File: config.mk
export PLATFORM = sky130hd
export DESIGN_NAME = fetch_stage
export DESIGN_NICKNAME = d
export VERILOG_FILES = /design/src/rtl/fetch_stage.sv
export SDC_FILE = /design/constraint.sdc
export NUM_CORES = 1
export LEC_CHECK = 0
export BUFFER_PORTS_ARGS = -buffer_cell sky130_fd_sc_hd__buf_2
export CAP_MARGIN = 20
export CORE_UTILIZATION = 44
export CTS_BUF_LIST = sky130_fd_sc_hd__clkbuf_16
export DETAILED_ROUTE_END_ITERATION = 16
export GPL_ROUTABILITY_DRIVEN = 0
export PLACE_DENSITY = 0.72
export SYNTH_ARGS = -nofsm -noshare
export SYNTH_HDL_FRONTEND = slang
export SYNTH_SLANG_ARGS = --single-unit
File: constraint.sdc
create_clock -name clk -period 1.3 [get_ports clk]
set_input_delay 0.26 -clock clk [delete_from_list [all_inputs] [get_ports clk]]
set_output_delay 0.26 -clock clk [all_outputs]
set_load 0.01 [all_outputs]
File: src/rtl/fetch_stage.sv
// fetch_stage: PC, ROM address and IF/ID register of the 8-bit core; ROM[pc] lands in IF/ID one edge later.
// Stall holds PC and IF/ID, redirect overrides stall/flush; the HALT state is built only with `define FETCH_HALT_EN.
module fetch_stage #(
  parameter logic [7:0] RESET_PC    = 8'h00,
  parameter logic [7:0] NOP_INSTR   = 8'h00,
  parameter logic [7:0] HALT_OPCODE = 8'hFF
) (
  input  logic       clk,
  input  logic       rst_n,
  output logic [7:0] imem_addr,
  input  logic [7:0] imem_instr,
  input  logic       stall,
  input  logic       flush,
  input  logic       redirect,
  input  logic [7:0] redirect_pc,
  output logic [7:0] ifid_instr,
  output logic [7:0] ifid_pc,
  output logic [7:0] ifid_pc_plus1,
  output logic       ifid_valid,
  output logic       halted
);

  typedef enum logic [1:0] {ST_BOOT, ST_RUN, ST_HALT} state_t;

  state_t     r_state;
  state_t     w_state_nxt;
  logic [7:0] r_pc;
  logic [7:0] w_pc_nxt;
  logic [7:0] w_pc_inc;
  logic       w_load;
  logic       w_bubble;
  logic       w_halt_hit;
  logic [7:0] r_ifid_instr;
  logic [7:0] r_ifid_pc;
  logic [7:0] r_ifid_pc_plus1;
  logic       r_ifid_valid;

  assign w_pc_inc = r_pc + 8'd1;

`ifdef FETCH_HALT_EN
  assign w_halt_hit = (imem_instr == HALT_OPCODE);
  assign halted     = (r_state == ST_HALT);
`else
  logic w_unused_halt_opcode;
  assign w_unused_halt_opcode = ^HALT_OPCODE;
  assign w_halt_hit = 1'b0;
  assign halted     = 1'b0;
`endif

  always_ff @(posedge clk or negedge rst_n) begin
    if (!rst_n) r_state <= ST_BOOT;
    else        r_state <= w_state_nxt;
  end

  always_comb begin
    w_state_nxt = r_state;
    case (r_state)
      ST_BOOT: w_state_nxt = ST_RUN;
      ST_RUN:  if (!redirect && !stall && !flush && w_halt_hit) w_state_nxt = ST_HALT;
      ST_HALT: if (redirect) w_state_nxt = ST_RUN;
      default: w_state_nxt = ST_BOOT;
    endcase
  end

  // BOOT (and any illegal encoding) leaves pc and IF/ID untouched
  always_comb begin
    w_pc_nxt = r_pc;
    w_load   = 1'b0;
    w_bubble = 1'b0;
    case (r_state)
      ST_RUN: begin
        if (redirect) begin
          w_pc_nxt = redirect_pc;
          w_bubble = 1'b1;
        end else if (stall) begin
          w_bubble = flush;
        end else if (flush) begin
          w_pc_nxt = w_pc_inc;
          w_bubble = 1'b1;
        end else begin
          w_load = 1'b1;
          if (!w_halt_hit) w_pc_nxt = w_pc_inc;
        end
      end
      ST_HALT: begin
        w_bubble = 1'b1;
        if (redirect) w_pc_nxt = redirect_pc;
      end
      default: ;
    endcase
  end

  always_ff @(posedge clk or negedge rst_n) begin
    if (!rst_n) begin
      r_pc            <= RESET_PC;
      r_ifid_instr    <= NOP_INSTR;
      r_ifid_pc       <= 8'h00;
      r_ifid_pc_plus1 <= 8'h00;
      r_ifid_valid    <= 1'b0;
    end else begin
      r_pc <= w_pc_nxt;
      if (w_load) begin
        r_ifid_instr    <= imem_instr;
        r_ifid_pc       <= r_pc;
        r_ifid_pc_plus1 <= w_pc_inc;
        r_ifid_valid    <= 1'b1;
      end else if (w_bubble) begin
        r_ifid_instr <= NOP_INSTR;
        r_ifid_valid <= 1'b0;
      end
    end
  end

  assign imem_addr     = r_pc;
  assign ifid_instr    = r_ifid_instr;
  assign ifid_pc       = r_ifid_pc;
  assign ifid_pc_plus1 = r_ifid_pc_plus1;
  assign ifid_valid    = r_ifid_valid;

endmodule

Yosys cells after proc, flatten, opt, wreduce, memory -nomap -nowiden
Index checks and enable logic that the tools add are counted.

storage, ports and cells
  bits in registers = 35
  latch bits = 0
  bits in writable memories = 0
  bits in read-only memories = 0
  input bits = 21
  output and inout port bits = 34
  word-level logic and storage cells = 35
  memories kept = 0

operators by class
  add/sub/neg operators = 1
  $mul = 0
  divide/modulo/power cells = 0
  order comparisons = 0
  eq/ne operators = 4
  shift-type cells = 0
  multiplexer cells = 18
  bitwise logic cells = 1
  reductions and logical operators = 5

operators with widths
  cell                                                             count
  8-bit two-way mux                                                5
  8-bit one-hot mux with 2 select lines                            1
  1-bit two-way mux                                                9
  8-bit by 1-bit adder with 8-bit output, second input constant    1
  2-bit one-hot mux with 3 select lines                            1
  2-bit nonzero test                                               2
  3-bit inequality test, second input constant                     1
  3-bit AND reduction                                              1
  2-bit by 1-bit == test with 1-bit output, second input constant  1
  2-bit == test, second input constant                             1
  2-bit logical NOT                                                1
  2-bit two-way mux                                                1
  2-bit inequality test, second input constant                     1
  1-bit one-hot mux with 2 select lines                            1
  2-bit AND reduction                                              1
  1-bit inverter                                                   1

Longest topological paths before layout
Gate-level depths: netlist (run 1).

  depth after elaboration = 6
  depth in mapped cells = 5
  gate-level depth less buffers = 5

Worst setup path before layout (run 1)
No wires, ideal clock.

  path kind = register to register
  start point = reg r_pc[0], in the netlist imem_addr[0]
  end point = reg r_pc[6], in the netlist imem_addr[6]
  setup time = 0.069 ns
  arrival time = 1.409 ns
  required time = 1.231 ns
  setup slack = -0.178 ns
  stages on the path, launching flop included = 5
  path buffers = 0
  clock period less this slack = 1.478 ns
  path through = dfrtp_1 > ha_1 > nand4_1 > or4_1 > nand3_1

on the way
  longest elaborated chain between the ends = 4

ends and longest elaborated chain
  element                                 line  text
  start, declared                         27    logic [7:0] r_pc;
  start signal, assigned                  101   r_pc <= w_pc_nxt;
  8-bit by 1-bit adder with 8-bit output  38    assign w_pc_inc = r_pc + 8'd1;
  8-bit two-way mux                       75    end else if (stall) begin
  8-bit two-way mux                       72    if (redirect) begin
  8-bit one-hot mux with 2 select lines   70    case (r_state)

Every way passes these cells. The select of a mux whose other input is x is not followed.
A chain may end at the register's enable or synchronous reset.

Worst setup path after layout (run 1)
  start point = reg r_state[0]
  end point = reg r_ifid_pc[5], in the netlist ifid_pc[5]

on the way
  longest elaborated chain between the ends = 2

ends and longest elaborated chain
  element                                   line  text
  start, declared                           25    state_t r_state;
  start signal, assigned                    52    else r_state <= w_state_nxt;
  2-bit by 1-bit == test with 1-bit output  70
  1-bit two-way mux                         70
  end signal, assigned                      104   r_ifid_pc <= r_pc;
  end, declared                             34    logic [7:0] r_ifid_pc;

Every way passes these cells.

==> summary.md, run 1 <==
| Metric | Value |
|---|---|
| Layout cells sized above 1 | 55.1% |
| Static leakage | 1.16 nW |
| WL final | 3.67 mm |
| CP endpoint kind | flop |
| Sinks on Clock Net | 34 |
| Fin area | 2290 sq um |
| Critical Path RT | 1.45 ns |
| FMAX | 743 MHz |
| WP buf/inv | 1 |
| Cts bufs inserted | 5 |
| Initial Util | 47.8% |
| Post-synth EDFFs | 0 |
| CP startpoint | r_state[0]$_DFFE_PN0N_ |
| DIE WIDTH | 60.5 um |
| Final Critical Period | 1.35 ns |
| Non-Filler Instances | 258 |
| ANT cells | 0 |
| Largest area contributor in the netlist | dfrtp_1 |
| Crit path to | ifid_pc[5]$_DFFE_PN0N_ |
| Type of origin of the critical path | flop |
| Max Root-Sink Buffers | 2 |
| Worst path cell trace | nor4b_4, buf_6, mux2_4 |
| CP Depth | 3 |
| Reg2Reg Depth | 3 |
| Reg-to-reg slack, setup | -0.05 ns |
| Total number of vias | 1331 |
| Clock Latency Late Sink | 0.27 ns |
| Pwr/cell area | 1580 nW/um^2 |
| H-tree level count | 2 |
| Crit share post-route | 103% |
| Worst hold path class | in -> reg |
| Row count | 20 |
| VDD IR-drop max | 1.07 mV |
| Clock root cell | clkbuf_16 |
| Final Util | 72.7% |
| Synth Register Bits | 34 |
| Worst r2r dst | ifid_pc[5]$_DFFE_PN0N_ |
| WP data arrival | 1.49 ns |
| GRT overflow | 0 |
| Placed Cells | 244 |
| GRT Overall Usage | 21.9% |
| DR DRC count | 0 |
| Met1 Usage GRT | 25.7% |
| Fillers | 233 |
| Setup TNS | -0.300 ns |
| Met2 usage | 38.0% |
| Area growth, synth to finish | 52.0% |
| CORE AREA | 3150 sq um |
| Wire per inst | 14.2 um |
| GR peak layer | met2 |
| # port buffers | 53 |
| Vias in the first global route | 1335 |
| Synth Net Count | 151 |
| Fin Clk Skew | 0.00937 ns |
| Crit path max-delay family | flip-flops |
| RSZ-0062 raised after global routing | true |
| Yosys warning count | 0 |
| Crit Path Category | reg -> reg |
| Synth Flop Type | dfrtp_1 |
| Synth cell types | 36 |
| Final hold violations | 0 |
| First-pass GRT wire length | 5.80 mm |
| Routed Antenna Nets | 0 |
| Max-slew violations | 0 |
| Num ports | 55 |
| Status | complete, but fails checks |
| Initial antenna violation count | 0 |
| Post-DP HPWL | 2.67 mm |
| Clock slew seen by the registers of the worst setup and hold paths | 0.06 ns |
| PnR worst setup slack | -0.0450 ns |
| Drt first pass iters | 4 |
| Initial detailed-routing violation count | 40 |
| Finish-stage setup viols | 10 |
| Height of the die | 60.5 um |
| Place WS | -0.103 ns |
| CP max stage delay | 0.41 ns |
| CTS tree | built |
| Largest net degree at the start of global routing | 21 |
| Synth top area share | 56.4% |
| Met3 usage | 5.97% |
| Max-Cap Viols | 0 |
| Async SR Flop Fraction | 100% |
| Slowest-stage cell, CP | dfrtp_1 |
| Placed inst area | 2020 sq um |
| FF-to-FF Start | r_state[0]$_DFFE_PN0N_ |
| Die area | 3660 sq um |
| Synthesized area | 1510 sq um |
| NumNets Final | 235 |
| Failing checks | setup timing |
| Sequential-to-total area share from yosys stat | 56.4% |
| Synth Instances | 129 |
| CP Max Fanout | 7 |
| Average size of a mapped cell | 11.7 sq um |
| Top post-synthesis cells by area | dfrtp_1 (56%), a22o_1 (4.6%), mux2_2 (4.5%), a21oi_1 (3.7%), nor2_1 (2.2%) |
| Vias per cell | 5.16 |
-- kinds of logic after synthesis --
logic type	count (synthesis)	synth area share [%]
flops	34	56.4
compound gates	31	14.1
simple gates	31	11.8
mux	12	8.71
buf+inv	12	4.15
xor+xnor	6	3.49
other cells	2	0.498
fa+ha+maj	1	0.830
-- through the flow --
step	power, mW	hold WS [ns]
floorplan	1.92	-0.0356
global placement	2.37	0.188
detailed placement	2.41	0.198
CTS	3.59	0.218
global route	3.81	0.217
finish	3.62	0.219
-- placed cells by master, fill, tap and decap left out, types with 5 or more instances in the layout --
| master | synthesis | final |
|---|---|---|
| a21oi_1 | 11 | 10 |
| a22o_1 | 8 | 8 |
| buf_2 | 5 | 54 |
| buf_4 | 1 | 24 |
| clkbuf_16 | 0 | 5 |
| dfrtp_1 | 34 | 30 |
| mux2_4 | 0 | 9 |
| nor2_1 | 9 | 6 |
-- layout make-up --
cell class / count / area (sq um) / share of cell area (%)
Clock buffer: 5 / 125 / 5.46
Clock inverter: 3 / 16.3 / 0.710
Multi-Input combinational cell: 83 / 684 / 29.9
Timing Repair Buffer: 85 / 541 / 23.6
Sequential cell: 34 / 856 / 37.3
Tap cell: 44 / 55.1 / 2.40
Inverter: 4 / 15.0 / 0.655
-- worst register-to-register path: cells and delay by family, from the launching register on --
family	cells	cell delay (ns)
DFF	1	0.41
muxes	1	0.31
buffers and inverters	1	0.20
and+or+nand+nor	1	0.30
-- layer usage --
| layer | part of all wire, % | vias to the layer above |
|---|---|---|
| met5 | 0 | - |
| met4 | 1.1 | 0 |
| met3 | 5.7 | 6 |
| met2 | 50 | 48 |
| met1 | 43 | 649 |
| li1 | - | 628 |
-- repair_timing --
item | in CTS | in global routing
setup buffers | 3 | 1
endpoints found under the hold margin | 14 | 0
endpoints found under the setup margin | 23 | 30
resized for setup | 9 | 14
hold buffers | 1 | 0
pin swaps | 4 | 4
cloned | 0 | 1
-- worst min-delay path by stage --
stage / from / endpoint / cells past startpoint
floorplan: rst_n / ifid_instr[0]$_DFFE_PN0P_ / 0
global placement: rst_n / ifid_pc_plus1[0]$_DFFE_PN0N_ / 1
detailed placement: rst_n / ifid_pc[0]$_DFFE_PN0N_ / 1
CTS: imem_instr[7] / ifid_instr[7]$_DFFE_PN0P_ / 2
global route: imem_instr[7] / ifid_instr[7]$_DFFE_PN0P_ / 2
finish: imem_instr[5] / ifid_instr[5]$_DFFE_PN0P_ / 2
-- sequential cells by signal, summed over array words and instances, names as in the netlist --
register and count:
ifid_instr 8, ifid_pc 8, ifid_pc_plus1 8, ifid_valid 1, imem_addr 8, r_state 1
-- synth_stat cells (all sizes together) (4+ instances only) --
library cell and n:
dfrtp 34, a21oi 11, mux2 9, nor2 9, a22o 8, buf 7, nand3 6, and3 4
inv 4, o21ai 4
-- power breakdown --
group,internal [mW],switching (mW),leakage (nW),total [mW]
Sequential,1.29,0.148,0.410,1.44
Clock,0.697,0.406,0.0672,1.10
Combinational,0.582,0.499,0.686,1.08
Note: power is estimated with default switching activity, not from simulation.
==> inputs of run 2 (changes only) <==
- ABC_AREA: unset -> 1
==> summary.md, run 2 <==
| Metric | Value |
|---|---|
| NumNets Final | 266 |
| Final hold violations | 0 |
| Reg2Reg Depth | 4 |
| Synthesized area | 1560 sq um |
| WL final | 3.37 mm |
| Fin Clk Skew | 0.00399 ns |
| Most frequent cells in the layout | nand2_1 (56), buf_2 (53), dfrtp_1 (33) |
| Pwr/cell area | 1650 nW/um^2 |
| Placed inst area | 1880 sq um |
| Async SR Flop Fraction | 100% |
| RSZ-0062 raised after global routing | true |
| Total number of vias | 1366 |
| Hold_buf cts | 0 |
| FF-to-FF Start | imem_addr[1]$_DFFE_PN0P_ |
| Metal3 WL | 241 um |
| Most common cell after layout, fill and taps aside | nand2_1 |
| Status | complete, no violations |
| Drt first pass iters | 7 |
| Synth cell types | 25 |
| M1 wire length | 1.60 mm |
| Max-Cap Viols | 0 |
| Vias in the first global route | 1218 |
| Largest area contributor in the netlist | dfrtp_1 |
| Fin area | 2070 sq um |
| Largest net degree at the start of global routing | 35 |
| WL met2 | 1.46 mm |
| Initial antenna violation count | 0 |
| GRT Overall Usage | 20.7% |
| PnR worst setup slack | 0.0663 ns |
| Switching share of power | 28.4% |
| Final Critical Period | 1.23 ns |
| Most frequent cell after synthesis | nand2_1 |
| Internal Pwr Total | 2.44 mW |
| Finish-stage setup viols | 0 |
| Max Root-Sink Buffers | 2 |
| Post-DP HPWL | 2.45 mm |
| Post-synth EDFFs | 0 |
| Synth Instances | 182 |
| Synth top area share | 54.7% |
| Place WS | 0.0497 ns |
| ANT cells | 0 |
| Worst r2r dst | imem_addr[2]$_DFFE_PN0P_ |
| # port buffers | 53 |
| Crit Path Category | reg -> reg |
| Area growth, synth to finish | 32.9% |
| Height of the die | 61.5 um |
| Static leakage | 1.09 nW |
| Crit share post-route | 94.9% |
| Placed Cells | 283 |
| Cts bufs inserted | 5 |
| Synth Flop Type | dfrtp_1 |
| Routed Antenna Nets | 0 |
| Reg-to-reg slack, setup | 0.07 ns |
| Sequential-to-total area share from yosys stat | 54.7% |
| Yosys warning count | 0 |
| Initial Util | 46.2% |
| WHS | 0.00446 ns |
| Worst hold path class | in -> async |
| CP endpoint kind | flop |
| DR DRC count | 0 |
| GRT overflow | 0 |
| Num ports | 55 |
| Layout cells sized above 1 | 31.8% |
| Synth Register Bits | 34 |
| VDD IR-drop max | 0.854 mV |
| Combinational share of power | 20.5% |
| Sinks on Clock Net | 34 |
| Clock root cell | clkbuf_16 |
| Type of origin of the critical path | flop |
| DIE WIDTH | 61.5 um |
| Reg power frac | 40.2% |
| Synth Net Count | 204 |
| Clk network pwr share | 39.3% |
| Synth cell count leaders | nand2_1 (56), dfrtp_1 (34), o21ai_0 (22) |
| Clock Latency Late Sink | 0.27 ns |
| Pwr Total | 3.40 mW |
| Top post-synthesis cells by area | dfrtp_1 (55%), nand2_1 (14%), o21ai_0 (7.1%), inv_1 (5.1%), nor2_1 (3.6%) |
| H-tree level count | 2 |
| Non-Filler Instances | 291 |
| Vias per cell | 4.69 |
| WP data arrival | 1.39 ns |
| CTS tree | built |
| Average size of a mapped cell | 8.55 sq um |
| Die area | 3780 sq um |
| Wire per inst | 11.6 um |
| CORE AREA | 3360 sq um |
| Critical Path RT | 1.46 ns |
| Max-slew violations | 0 |
| CP Max Fanout | 4 |
| Initial detailed-routing violation count | 37 |
| FMAX | 811 MHz |
| Row count | 21 |
| Top Layer Used | met4 |
| Clock slew seen by the registers of the worst setup and hold paths | 0.06 ns |
| First-pass GRT wire length | 5.41 mm |
| Switching power | 0.967 mW |
-- run 2: cell types whose count changed in the layout (fill, tap and decap cells not counted), sizes merged, moves of 8 or more --
| cell | before | now |
|---|---|---|
| a21oi | 11 | 3 |
| mux2 | 9 | 0 |
| buf | 84 | 61 |
| a22o | 8 | 0 |
| nand2 | 3 | 56 |
| o21ai | 4 | 24 |
| inv | 4 | 22 |
-- run 2: how the worst max path moves through the flow --
stage	from	cells after the start	end
after detailed placement	imem_addr[0]$_DFFE_PN0P_	8	imem_addr[7]$_DFFE_PN0P_
after global routing	imem_addr[1]$_DFFE_PN0P_	8	imem_addr[6]$_DFFE_PN0P_
after CTS	imem_addr[0]$_DFFE_PN0P_	8	imem_addr[7]$_DFFE_PN0P_
after floorplan	imem_addr[0]$_DFFE_PN0P_	4	imem_addr[2]$_DFFE_PN0P_
after global placement	imem_addr[1]$_DFFE_PN0P_	4	imem_addr[2]$_DFFE_PN0P_
final	imem_addr[1]$_DFFE_PN0P_	4	imem_addr[2]$_DFFE_PN0P_
-- run 2: layer usage --
layer	vias up	global-route usage, %
li1	695	-
met1	607	25.3
met2	55	32.8
met3	9	7.77
met4	0	9.21
met5	-	0
-- run 2: final cells by class --
class	count	area [sq um]
clock buffers	5	125
clock inverters	3	45.0
fillers	316	1300
inverters	22	85.1
multi-input cells	120	577
flip-flops and latches	34	852
well taps	46	57.6
repair buffers	61	325
-- run 2: metrics by stage --
stage	utilization [%]	setup TNS, ns
final	61.5	0
after global routing	61.5	-0.104
after CTS	61.0	0
after detailed placement	56.0	0
after global placement	56.0	0
after floorplan	-	0
-- run 2: power by group through the flow --
stage | sequential (mW) | clock [mW] | combinational [mW]
global placement | 1.37 | 0 | 0.686
CTS | 1.37 | 1.36 | 0.696
floorplan | 1.46 | 0 | 0.288
finish | 1.37 | 1.34 | 0.699
global route | 1.40 | 1.42 | 0.805
detailed placement | 1.38 | 0 | 0.691
-- run 2: logic make-up (layout without fill, tap and decap cells) --
group	Yosys count	after routing	share of synthesized area, %
AOI/OAI and AO/OA	34	34	12.5
xor gates and xnor gates	1	1	0.563
adders and majority gates	1	1	0.804
buffers and inverters	28	91	9.01
DFF	34	34	54.7
other	2	2	0.483
and+or+nand+nor	82	82	22.0
-- run 2: critical path, stage by stage (launching register included) --
cell and delay (ns):
dfrtp_1 0.41, ha_2 0.19, or2_2 0.28, a21oi_1 0.14, o22ai_1 0.09
-- run 2: timing repair --
action                     CTS  global route
gates resized for setup      0             6
setup endpoints to repair    0             8
buffers inserted             0             0
